--- src/rtl/vx_gpr_read_ctrl_pkg.sv ---
// Shared types and sizing for the GPR operand read controller.
package vx_gpr_pkg;
    localparam int NUM_THREADS = 4;
    localparam int NUM_WARPS   = 4;
    localparam int NUM_REGS    = 32;
    localparam int TAG_WIDTH   = 8;
    localparam int WID_W       = (NUM_WARPS > 1) ? $clog2(NUM_WARPS) : 1;
    localparam int REG_W       = $clog2(NUM_REGS);
    localparam int RF_ADDR_W   = WID_W + REG_W;
    localparam int NUM_OPS     = 3;

    typedef logic [NUM_THREADS*32-1:0] operand_t;

    typedef enum logic [1:0] {
        IDLE  = 2'd0,
        CAP12 = 2'd1,
        CAP3  = 2'd2,
        RSP   = 2'd3
    } gpr_state_e;

    // Bank address is the warp id on top of the register index.
    function automatic logic [RF_ADDR_W-1:0] rf_addr(input logic [WID_W-1:0] wid,
                                                     input logic [REG_W-1:0] rgi);
        return {wid, rgi};
    endfunction
endpackage

--- src/rtl/vx_gpr_read_ctrl_if.sv ---
// Request, bank and response signals of the operand read controller.
interface vx_gpr_read_ctrl_if;
    import vx_gpr_pkg::*;

    logic                   req_valid;
    logic                   req_ready;
    logic [WID_W-1:0]       req_wid;
    logic [REG_W-1:0]       req_rs1;
    logic [REG_W-1:0]       req_rs2;
    logic [REG_W-1:0]       req_rs3;
    logic                   req_use_rs3;
    logic [TAG_WIDTH-1:0]   req_tag;

    logic                   rf_ren;
    logic [RF_ADDR_W-1:0]   rf_raddr_a;
    logic [RF_ADDR_W-1:0]   rf_raddr_b;
    operand_t               rf_rdata_a;
    operand_t               rf_rdata_b;

    logic                   rsp_valid;
    logic                   rsp_ready;
    logic [WID_W-1:0]       rsp_wid;
    logic [TAG_WIDTH-1:0]   rsp_tag;
    operand_t               rsp_rs1_data;
    operand_t               rsp_rs2_data;
    operand_t               rsp_rs3_data;

    // Environment side: issues requests, owns the bank, consumes responses.
    modport master (
        output req_valid, req_wid, req_rs1, req_rs2, req_rs3, req_use_rs3, req_tag,
        input  req_ready,
        input  rf_ren, rf_raddr_a, rf_raddr_b,
        output rf_rdata_a, rf_rdata_b,
        input  rsp_valid, rsp_wid, rsp_tag, rsp_rs1_data, rsp_rs2_data, rsp_rs3_data,
        output rsp_ready
    );

    // Controller side.
    modport slave (
        input  req_valid, req_wid, req_rs1, req_rs2, req_rs3, req_use_rs3, req_tag,
        output req_ready,
        output rf_ren, rf_raddr_a, rf_raddr_b,
        input  rf_rdata_a, rf_rdata_b,
        output rsp_valid, rsp_wid, rsp_tag, rsp_rs1_data, rsp_rs2_data, rsp_rs3_data,
        input  rsp_ready
    );
endinterface

--- src/rtl/vx_gpr_read_ctrl_operand_reg.sv ---
// One operand capture register: clear wins, then load, with x0 forced to zero.
module vx_gpr_operand_reg
    import vx_gpr_pkg::*;
(
    input  logic     clk,
    input  logic     reset_n,
    input  logic     en,
    input  logic     clr,
    input  logic     idx_zero,
    input  operand_t d,
    output operand_t q
);
    // Hold until a capture or a clear; x0 reads never take bank data.
    always_ff @(posedge clk or negedge reset_n) begin
        if (!reset_n)   q <= '0;
        else if (clr)   q <= '0;
        else if (en)    q <= idx_zero ? '0 : d;
    end
endmodule

--- src/rtl/vx_gpr_read_ctrl.sv ---
// Operand read sequencer: rs1/rs2 on both bank ports, then rs3 on port A
// when needed, and a registered response held until the consumer takes it.
module vx_gpr_read_ctrl
    import vx_gpr_pkg::*;
(
    input  logic               clk,
    input  logic               reset_n,
    input  logic               flush,
    vx_gpr_read_ctrl_if.slave  bus,
    output logic               busy
);
    gpr_state_e             state_q, state_d;
    logic [WID_W-1:0]       wid_q;
    logic [REG_W-1:0]       rs1_idx_q, rs2_idx_q, rs3_idx_q;
    logic                   use_rs3_q;
    logic [TAG_WIDTH-1:0]   tag_q;

    logic                   fire, cap12, cap3, ren;
    logic [RF_ADDR_W-1:0]   addr_a, addr_b;

    operand_t [NUM_OPS-1:0] op_d, op_q;
    logic     [NUM_OPS-1:0] op_en, op_clr, op_zero;

    // State register.
    always_ff @(posedge clk or negedge reset_n) begin
        if (!reset_n) state_q <= IDLE;
        else          state_q <= state_d;
    end

    // Next state, bank read port drive and handshake; flush overrides all.
    always_comb begin
        state_d = state_q;
        fire    = 1'b0;
        cap12   = 1'b0;
        cap3    = 1'b0;
        ren     = 1'b0;
        addr_a  = '0;
        addr_b  = '0;
        unique case (state_q)
            IDLE: begin
                if (bus.req_valid && !flush) begin
                    fire    = 1'b1;
                    ren     = 1'b1;
                    addr_a  = rf_addr(bus.req_wid, bus.req_rs1);
                    addr_b  = rf_addr(bus.req_wid, bus.req_rs2);
                    state_d = CAP12;
                end
            end
            CAP12: begin
                cap12 = 1'b1;
                if (use_rs3_q) begin
                    ren     = 1'b1;
                    addr_a  = rf_addr(wid_q, rs3_idx_q);
                    state_d = CAP3;
                end else begin
                    state_d = RSP;
                end
            end
            CAP3: begin
                cap3    = 1'b1;
                state_d = RSP;
            end
            RSP: begin
                if (bus.rsp_ready) state_d = IDLE;
            end
            default: state_d = IDLE;
        endcase
        if (flush) state_d = IDLE;
    end

    // Latch request context on acceptance.
    always_ff @(posedge clk or negedge reset_n) begin
        if (!reset_n) begin
            wid_q     <= '0;
            rs1_idx_q <= '0;
            rs2_idx_q <= '0;
            rs3_idx_q <= '0;
            use_rs3_q <= 1'b0;
            tag_q     <= '0;
        end else if (fire) begin
            wid_q     <= bus.req_wid;
            rs1_idx_q <= bus.req_rs1;
            rs2_idx_q <= bus.req_rs2;
            rs3_idx_q <= bus.req_rs3;
            use_rs3_q <= bus.req_use_rs3;
            tag_q     <= bus.req_tag;
        end
    end

    // rs3 is sourced from port A in its own read slot.
    assign op_d    = {bus.rf_rdata_a, bus.rf_rdata_b, bus.rf_rdata_a};
    assign op_zero = {rs3_idx_q == '0, rs2_idx_q == '0, rs1_idx_q == '0};
    assign op_en   = {cap3 & ~flush, cap12 & ~flush, cap12 & ~flush};
    assign op_clr  = {flush | (cap12 & ~use_rs3_q), flush, flush};

    for (genvar i = 0; i < NUM_OPS; i++) begin : g_op
        vx_gpr_operand_reg u_op (
            .clk      (clk),
            .reset_n  (reset_n),
            .en       (op_en[i]),
            .clr      (op_clr[i]),
            .idx_zero (op_zero[i]),
            .d        (op_d[i]),
            .q        (op_q[i])
        );
    end

    assign bus.req_ready    = (state_q == IDLE) && !flush;
    assign bus.rf_ren       = ren;
    assign bus.rf_raddr_a   = addr_a;
    assign bus.rf_raddr_b   = addr_b;
    assign bus.rsp_valid    = (state_q == RSP);
    assign bus.rsp_wid      = wid_q;
    assign bus.rsp_tag      = tag_q;
    assign bus.rsp_rs1_data = op_q[0];
    assign bus.rsp_rs2_data = op_q[1];
    assign bus.rsp_rs3_data = op_q[2];
    assign busy             = (state_q != IDLE);
endmodule

--- src/flat_wrapper.sv ---
// flat-port wrapper written by rule: the top's interface ports become plain ports
module vx_gpr_read_ctrl_flat import vx_gpr_pkg::*;
  (clk, reset_n, flush, busy, bus_req_valid, bus_req_wid, bus_req_rs1, bus_req_rs2, bus_req_rs3, bus_req_use_rs3, bus_req_tag, bus_req_ready, bus_rf_ren, bus_rf_raddr_a, bus_rf_raddr_b, bus_rf_rdata_a, bus_rf_rdata_b, bus_rsp_valid, bus_rsp_wid, bus_rsp_tag, bus_rsp_rs1_data, bus_rsp_rs2_data, bus_rsp_rs3_data, bus_rsp_ready);
  vx_gpr_read_ctrl_if bus_i ();
  input  logic clk;
  input  logic reset_n;
  input  logic flush;
  output logic busy;
  input wire logic [$bits(bus_i.req_valid)-1:0] bus_req_valid;
  input wire logic [$bits(bus_i.req_wid)-1:0] bus_req_wid;
  input wire logic [$bits(bus_i.req_rs1)-1:0] bus_req_rs1;
  input wire logic [$bits(bus_i.req_rs2)-1:0] bus_req_rs2;
  input wire logic [$bits(bus_i.req_rs3)-1:0] bus_req_rs3;
  input wire logic [$bits(bus_i.req_use_rs3)-1:0] bus_req_use_rs3;
  input wire logic [$bits(bus_i.req_tag)-1:0] bus_req_tag;
  output wire logic [$bits(bus_i.req_ready)-1:0] bus_req_ready;
  output wire logic [$bits(bus_i.rf_ren)-1:0] bus_rf_ren;
  output wire logic [$bits(bus_i.rf_raddr_a)-1:0] bus_rf_raddr_a;
  output wire logic [$bits(bus_i.rf_raddr_b)-1:0] bus_rf_raddr_b;
  input wire logic [$bits(bus_i.rf_rdata_a)-1:0] bus_rf_rdata_a;
  input wire logic [$bits(bus_i.rf_rdata_b)-1:0] bus_rf_rdata_b;
  output wire logic [$bits(bus_i.rsp_valid)-1:0] bus_rsp_valid;
  output wire logic [$bits(bus_i.rsp_wid)-1:0] bus_rsp_wid;
  output wire logic [$bits(bus_i.rsp_tag)-1:0] bus_rsp_tag;
  output wire logic [$bits(bus_i.rsp_rs1_data)-1:0] bus_rsp_rs1_data;
  output wire logic [$bits(bus_i.rsp_rs2_data)-1:0] bus_rsp_rs2_data;
  output wire logic [$bits(bus_i.rsp_rs3_data)-1:0] bus_rsp_rs3_data;
  input wire logic [$bits(bus_i.rsp_ready)-1:0] bus_rsp_ready;
  assign bus_i.req_valid = bus_req_valid;
  assign bus_i.req_wid = bus_req_wid;
  assign bus_i.req_rs1 = bus_req_rs1;
  assign bus_i.req_rs2 = bus_req_rs2;
  assign bus_i.req_rs3 = bus_req_rs3;
  assign bus_i.req_use_rs3 = bus_req_use_rs3;
  assign bus_i.req_tag = bus_req_tag;
  assign bus_req_ready = bus_i.req_ready;
  assign bus_rf_ren = bus_i.rf_ren;
  assign bus_rf_raddr_a = bus_i.rf_raddr_a;
  assign bus_rf_raddr_b = bus_i.rf_raddr_b;
  assign bus_i.rf_rdata_a = bus_rf_rdata_a;
  assign bus_i.rf_rdata_b = bus_rf_rdata_b;
  assign bus_rsp_valid = bus_i.rsp_valid;
  assign bus_rsp_wid = bus_i.rsp_wid;
  assign bus_rsp_tag = bus_i.rsp_tag;
  assign bus_rsp_rs1_data = bus_i.rsp_rs1_data;
  assign bus_rsp_rs2_data = bus_i.rsp_rs2_data;
  assign bus_rsp_rs3_data = bus_i.rsp_rs3_data;
  assign bus_i.rsp_ready = bus_rsp_ready;
  vx_gpr_read_ctrl u_core (.clk(clk), .reset_n(reset_n), .flush(flush), .bus(bus_i), .busy(busy));
endmodule
--- config.mk ---
export PLATFORM = sky130hd
export DESIGN_NAME = vx_gpr_read_ctrl_flat
export DESIGN_NICKNAME = d
export VERILOG_FILES = /design/src/rtl/vx_gpr_read_ctrl_pkg.sv /design/src/rtl/vx_gpr_read_ctrl_if.sv /design/src/rtl/vx_gpr_read_ctrl_operand_reg.sv /design/src/rtl/vx_gpr_read_ctrl.sv /design/src/flat_wrapper.sv
export SDC_FILE = /design/constraint.sdc
export NUM_CORES = 1
export LEC_CHECK = 0
export BUFFER_PORTS_ARGS = -buffer_cell sky130_fd_sc_hd__buf_2
export CAP_MARGIN = 20
export CORE_AREA = 4 4 270 272
export DETAILED_ROUTE_END_ITERATION = 8
export DIE_AREA = 0 0 274 276
export PLACE_DENSITY = 0.44
export SKIP_LAST_GASP = 1
export SYNTH_ARGS = -nofsm -noshare
export SYNTH_HDL_FRONTEND = slang
export SYNTH_SLANG_ARGS = --single-unit
export TNS_END_PERCENT = 30
--- constraint.sdc ---
create_clock -name clk -period 1.9 [get_ports clk]
set_clock_uncertainty 0.15 [all_clocks]
set_input_delay 0.095 -clock clk [delete_from_list [all_inputs] [get_ports clk]]
set_output_delay 0.095 -clock clk [all_outputs]
set_load 0.01 [all_outputs]
; After elaboration in Yosys (flattened, before gate mapping)
; Cells that the tools add are included.
[totals]
register_bits = 412
out_inout_bits = 412
[classes]
n_eq_ne = 5
muxes = 25
bitwise = 6
n_reduce_logical = 11
[op_table]
columns = cell, n
row1 = $mux W128, 9
row2 = $mux W7, 4
row3 = $logic_not A5 Y1, 3
row4 = $pmux W7 S2, 1
row5 = $pmux W2 S4, 1
row6 = $mux W1, 6
row7 = $mux W2, 3
row8 = $ne A3 B2 Y1 const B, 2
row9 = $reduce_bool A2 Y1, 3
row10 = $eq A2 B2 Y1 const B, 2
row11 = $and A1 B1 Y1, 3
row12 = $eq A2 B1 Y1 const B, 1
row13 = $logic_and A1 B1 Y1, 2
row14 = $logic_not A2 Y1, 1
row15 = $not A1 Y1, 2
row16 = $pmux W1 S2, 1
row17 = $reduce_and A2 Y1, 1
row18 = $logic_not A1 Y1, 1
row19 = $or A1 B1 Y1, 1

; Logic depth before layout (Yosys ltp)
[logic_depth]
depth_word = 5
ltp_mapped = 7
depth_no_buf = 5

; Modules after synthesis
; Synthesis repeated with hierarchy kept, for this count alone.
[unflattened]
hier_cells = 1013
hier_area_um2 = 15867.7
[modules_own_cells]
columns = module, n_inst, cells_each, area_per_inst_um2, seq_area_each_um2
row1 = vx_gpr_operand_reg, 3, 300, 4793.3, 3203.1
row2 = vx_gpr_read_ctrl, 1, 113, 1487.7, 700.7

; Least setup slack after synthesis
; Ideal clock, no wire load.
[synth_path]
kind = register to register
startpoint = reg u_core.state_q[1]
endpoint = reg u_core.g_op[2].u_op.q[0]
t_arrival_ns = 1.694
setup_slack_ns = -0.010
stages_incl_launch_ff = 8
n_path_buf = 2
cell_sequence = dfrtp_1 -> inv_1 -> ha_1 -> nor2b_2 -> a2111oi_4 -> buf_12 -> buf_12 -> a22o_1
[synth_between]
elab_chain_len = 5
[synth_lines]
columns = item, line
row1 = from (decl), vx_gpr_read_ctrl.sv:12  ; gpr_state_e state_q, state_d;
row2 = from (signal assigned), vx_gpr_read_ctrl.sv:27  ; else state_q <= state_d;
row3 = $eq A2 B1 Y1, vx_gpr_read_ctrl.sv:39  ; unique case (state_q)
row4 = $mux W1, vx_gpr_read_ctrl.sv:39
row5 = $and A1 B1 Y1, vx_gpr_read_ctrl.sv:94  ; assign op_clr = {flush | (cap12 & ~use_rs3_q), flush, flush};
row6 = $or A1 B1 Y1, vx_gpr_read_ctrl.sv:94
row7 = $mux W128 / $reduce_bool A2 Y1 (equally long branches), -
row8 = to (signal assigned), vx_gpr_read_ctrl_operand_reg.sv:17  ; else if (en) q <= idx_zero ? '0 : d;
row9 = to (decl), vx_gpr_read_ctrl_operand_reg.sv:11  ; output operand_t q
; Several ways; a longest one is shown, not always the timed one.
; A chain may end at the register's enable or synchronous reset.

; Worst setup path in the final report
[layout_path]
startpoint = reg u_core.state_q[0]
endpoint = out bus_rf_ren
[layout_between]
elab_chain_len = 2
[layout_lines]
columns = item, line
row1 = $eq A2 B1 Y1 / $logic_not A2 Y1 (equally long branches), vx_gpr_read_ctrl.sv:39
row2 = $pmux W1 S2 (*), vx_gpr_read_ctrl.sv:39
row3 = to (decl), flat_wrapper.sv:17  ; output wire logic [$bits(bus_i.rf_ren)-1:0] bus_rf_ren;
; Every way passes the cells marked *; elsewhere a longest branch is shown, timed or not.

==> summary.md <==
| Metric | Value |
|---|---|
| Setup WS pre-CTS | `-0.1134 ns` |
| CTS root buffer | `clkbuf_16` |
| Input/output buffers | `698` |
| GRT Residual Overflow | `0` |
| Yosys Warn Count | `0` |
| Clock transition at the registers of the reported paths | `0.06 ns` |
| Initial DRC Count | `between 800 and 900` |
| Site Rows | `98` |
| Final Instance Count excl. Fillers | `between 3000 and 4000` |
| Final Worst Setup Slack | `-0.4051 ns` |
| Vias/cell | `approximately 4.6` |
| Worst-path maximum fanout | `7` |
| Slowest-stage cell, CP | `dfrtp_1` |
| Status | `finished with violations` |
| Period utilisation layout | `121.3%` |
| Placed cell count | `2664` |
| Final instance area | `0.02577 sq mm` |
| Initial antenna violation count | `6` |
| CP dominant cell by count | `buf_4` |
| DR WL/cell | `21.32 um` |
| Slew headroom | `roughly three fifths` |
| Fin. max-slew vios | `0` |
| DRC viols | `0` |
| Synth area leaders | `dfrtp_1 67%, a32o_1 17%, a22o_1 7.3%` |
| Final min period | `2.305 ns` |
| Post-synth top cells | `412 x dfrtp_1, 256 x a32o_1, 128 x a22o_1` |
| Layout cells sized above 1 | `44.32%` |
| CTS Buf Count | `47` |
| Worst skew pair latency | `0.56 ns` |
| TritonCTS clock tree | `built` |
| Top cell type's share of synthesized area | `between 60% and 70%` |
| Initial core utilization | `21.68%` |
| Final net count | `2377` |
| CTS H-tree lvls | `2` |
| Crit path kind | `reg2out` |
| Routed via count | `14121` |
| Post-Syn Area | `0.01534 sq mm` |
| First-pass GRT wire length | `97670 um` |
| IR drop worst, VDD | `between 0.7 and 0.8 mV` |
| Critical Path Source Type | `flip-flop` |
| Area Overhead vs Synth | `68.03%` |
| CP Capture Type | `output port` |
| Count leader, synth | `dfrtp_1` |
| Mean post-synth cell area | `14.84 sq um` |
| Die area | `0.07562 sq mm` |
| Critical path's top delay family | `buffers and inverters` |
| Number of global-route vias before repair | `approximately 15000` |
| Final setup violation count | `147` |
| Clock sink count | `slightly above 400` |
| Number of max-cap violations | `0` |
| Final Util | `36.43%` |
| Worst hold path type | `in2async` |
| Fmax | `433.8 MHz` |
| Count of unique library cells instantiated by Yosys | `32` |
| Ys async rst share | `100.0%` |
| Sequential share of the synthesized area | `between 60 and 70%` |
| Syn Nets | `1327` |
| Core ar. | `0.07075 sq mm` |
| Total power | `0.03376 W` |
| PD cells | `around 1300 mW/mm^2` |
| HPWL after DPL | `46920 um` |
| Crit-path max cell delay | `about 0.40 ns` |
| CP Cell Sequence | `buf_4 > buf_4 > ha_2 > buf_4 > o211a_4 > or2_1 > buf_2` |
| Number of buffers and inverters on the critical path | `4` |
| Final Wtd Congestion | `0.7912` |
| RSZ-0062 raised after global routing | `yes` |
| Gate Count Post-Synth | `a little over 1000` |
| Main synth FF type | `dfrtp_1` |
| Post-synth EDFFs | `0` |
| GRT Util Overall | `16.59%` |
| WP data required | `1.65 ns` |
| Largest buffer count on any clock path | `3` |
| Synth Register Bits | `412` |
| Worst endpoint data arrival time | `2.06 ns` |
| Leakage Power | `13.26 nW` |
| Placed Area | `0.02057 sq mm` |
| Failing checks | `negative setup slack` |
| Filler Cells Inserted | `7001` |
| Worst-Margin Slew | `0.6092 ns` |
| Die width | `274 um` |
| WL final | `65550 um` |
| Antenna-violating nets left | `0` |
| Hold Vio Cnt, Final | `0` |
| Die Ht | `about 280 um` |
| I/O pin total | `around 700` |
| Pre-antenna DRT Iters | `5` |
| Post-synth top area cell | `dfrtp_1` |
| Largest net degree at the start of global routing | `76` |
==> report_power, final <==
| group | internal, W | switching [W] |
|---|---|---|
| Clock | 0.00559 | 0.00374 |
| Sequential | 0.0109 | 0.00125 |
| Combinational | 0.00567 | 0.00664 |
| Total | 0.0221 | 0.0116 |
==> tightest hold or removal path, cell delays in order <==
cell and delay, ns:
dlygate4sd3_1 0.57, buf_8 0.27, buf_4 0.21
==> flip-flops by register name (all words and copies together) (netlist names) <==
signal,flops
u_core.rs2_idx_q,5
u_core.g_op.u_op.q,384
u_core.state_q,2
u_core.rs1_idx_q,5
u_core.rs3_idx_q,5
u_core.bus.rsp_wid,2
u_core.bus.rsp_tag,8
u_core.use_rs3_q,1
==> cell type report <==
class	count	area [sq um]	area share [%]
Clock inverter	12	133.9	0.5194
Antenna cell	4	10.01	0.03883
Clock buffer	74	1470	5.704
Tap cell	950	1189	4.612
Timing Repair Buffer	1120	8225	31.91
Sequential cell	412	10310	40.00
Inverter	5	18.77	0.07282
Multi-Input combinational cell	498	4418	17.14
==> metrics by stage <==
step	hold slack, ns	TNS (ns)
3_5_place_dp	-0.08066	-6.060
3_3_place_gp	-0.08394	-8.142
4_1_cts	0.08700	-44.24
2_1_floorplan	-0.3506	0
5_1_grt	0.1275	-54.32
6_report	0.1196	-40.97
==> path summary, 6_finish.rpt <==
kind	start	to	slack, ns	cells past startpoint
setup / recovery	u_core.state_q[0]	bus_rf_ren	-0.41	7
hold / removal	reset_n	u_core.g_op[0].u_op.q[76]	0.12	3
setup reg to reg	u_core.state_q[0]	u_core.g_op[2].u_op.q[8]	-0.34	9
hold reg to reg	u_core.bus.rsp_tag[7]	u_core.bus.rsp_tag[7]	0.32	2
max in group asynchronous	reset_n	u_core.g_op[2].u_op.q[40]	1.05	3
min in group clk	bus_req_tag[7]	u_core.bus.rsp_tag[7]	0.13	4
==> repair_timing <==
item,in CTS,in global routing
setup endpoints to repair,140,307
hold buffers,287,0
hold endpoints to repair,824,0
buffers inserted,21,5
gates resized for setup,48,8
pin swaps,10,3
gates cloned,11,0
==> metal layers <==
metal / global-route usage [%] / part of all wire (%) / vias to the layer above
li1: - / - / 6246
met1: 19.84 / 39 / 7273
met3: 3.228 / 6.2 / 111
met2: 29.82 / 51 / 491
met5: 0 / 0 / -
met4: 5.345 / 3.2 / 0
==> logic make-up (layout without fill, tap and decap cells) <==
| group | after synthesis | in the layout | share of synthesized area, % |
|---|---|---|---|
| DFF | 412 | 412 | 67.21 |
| AOI/OAI and AO/OA | 399 | 399 | 24.85 |
| buffers and inverters | 124 | 1211 | 4.706 |
| and+or+nand+nor | 93 | 93 | 2.749 |
| adders and majority gates | 6 | 6 | 0.4894 |
| other | 0 | 4 | 0 |
==> cells in the final DEF (no fill, tap or decap), types with 3 or more instances in the layout <==
master and n:
buf_2 687, dfrtp_1 412, dlygate4sd3_1 286, a32o_1 256
a22o_1 128, buf_4 75, nand2_1 58, clkbuf_16 49
buf_12 40, buf_6 20, clkbuf_8 15, a21o_1 10
clkbuf_1 10, and2_4 7, clkinv_2 6, bufbuf_16 6
nand2_2 5, diode_2 4, buf_16 4, inv_2 3
nand2_4 3, nor2_1 3, nor3_1 3
No activity file was read; power rests on OpenSTA's default activity.
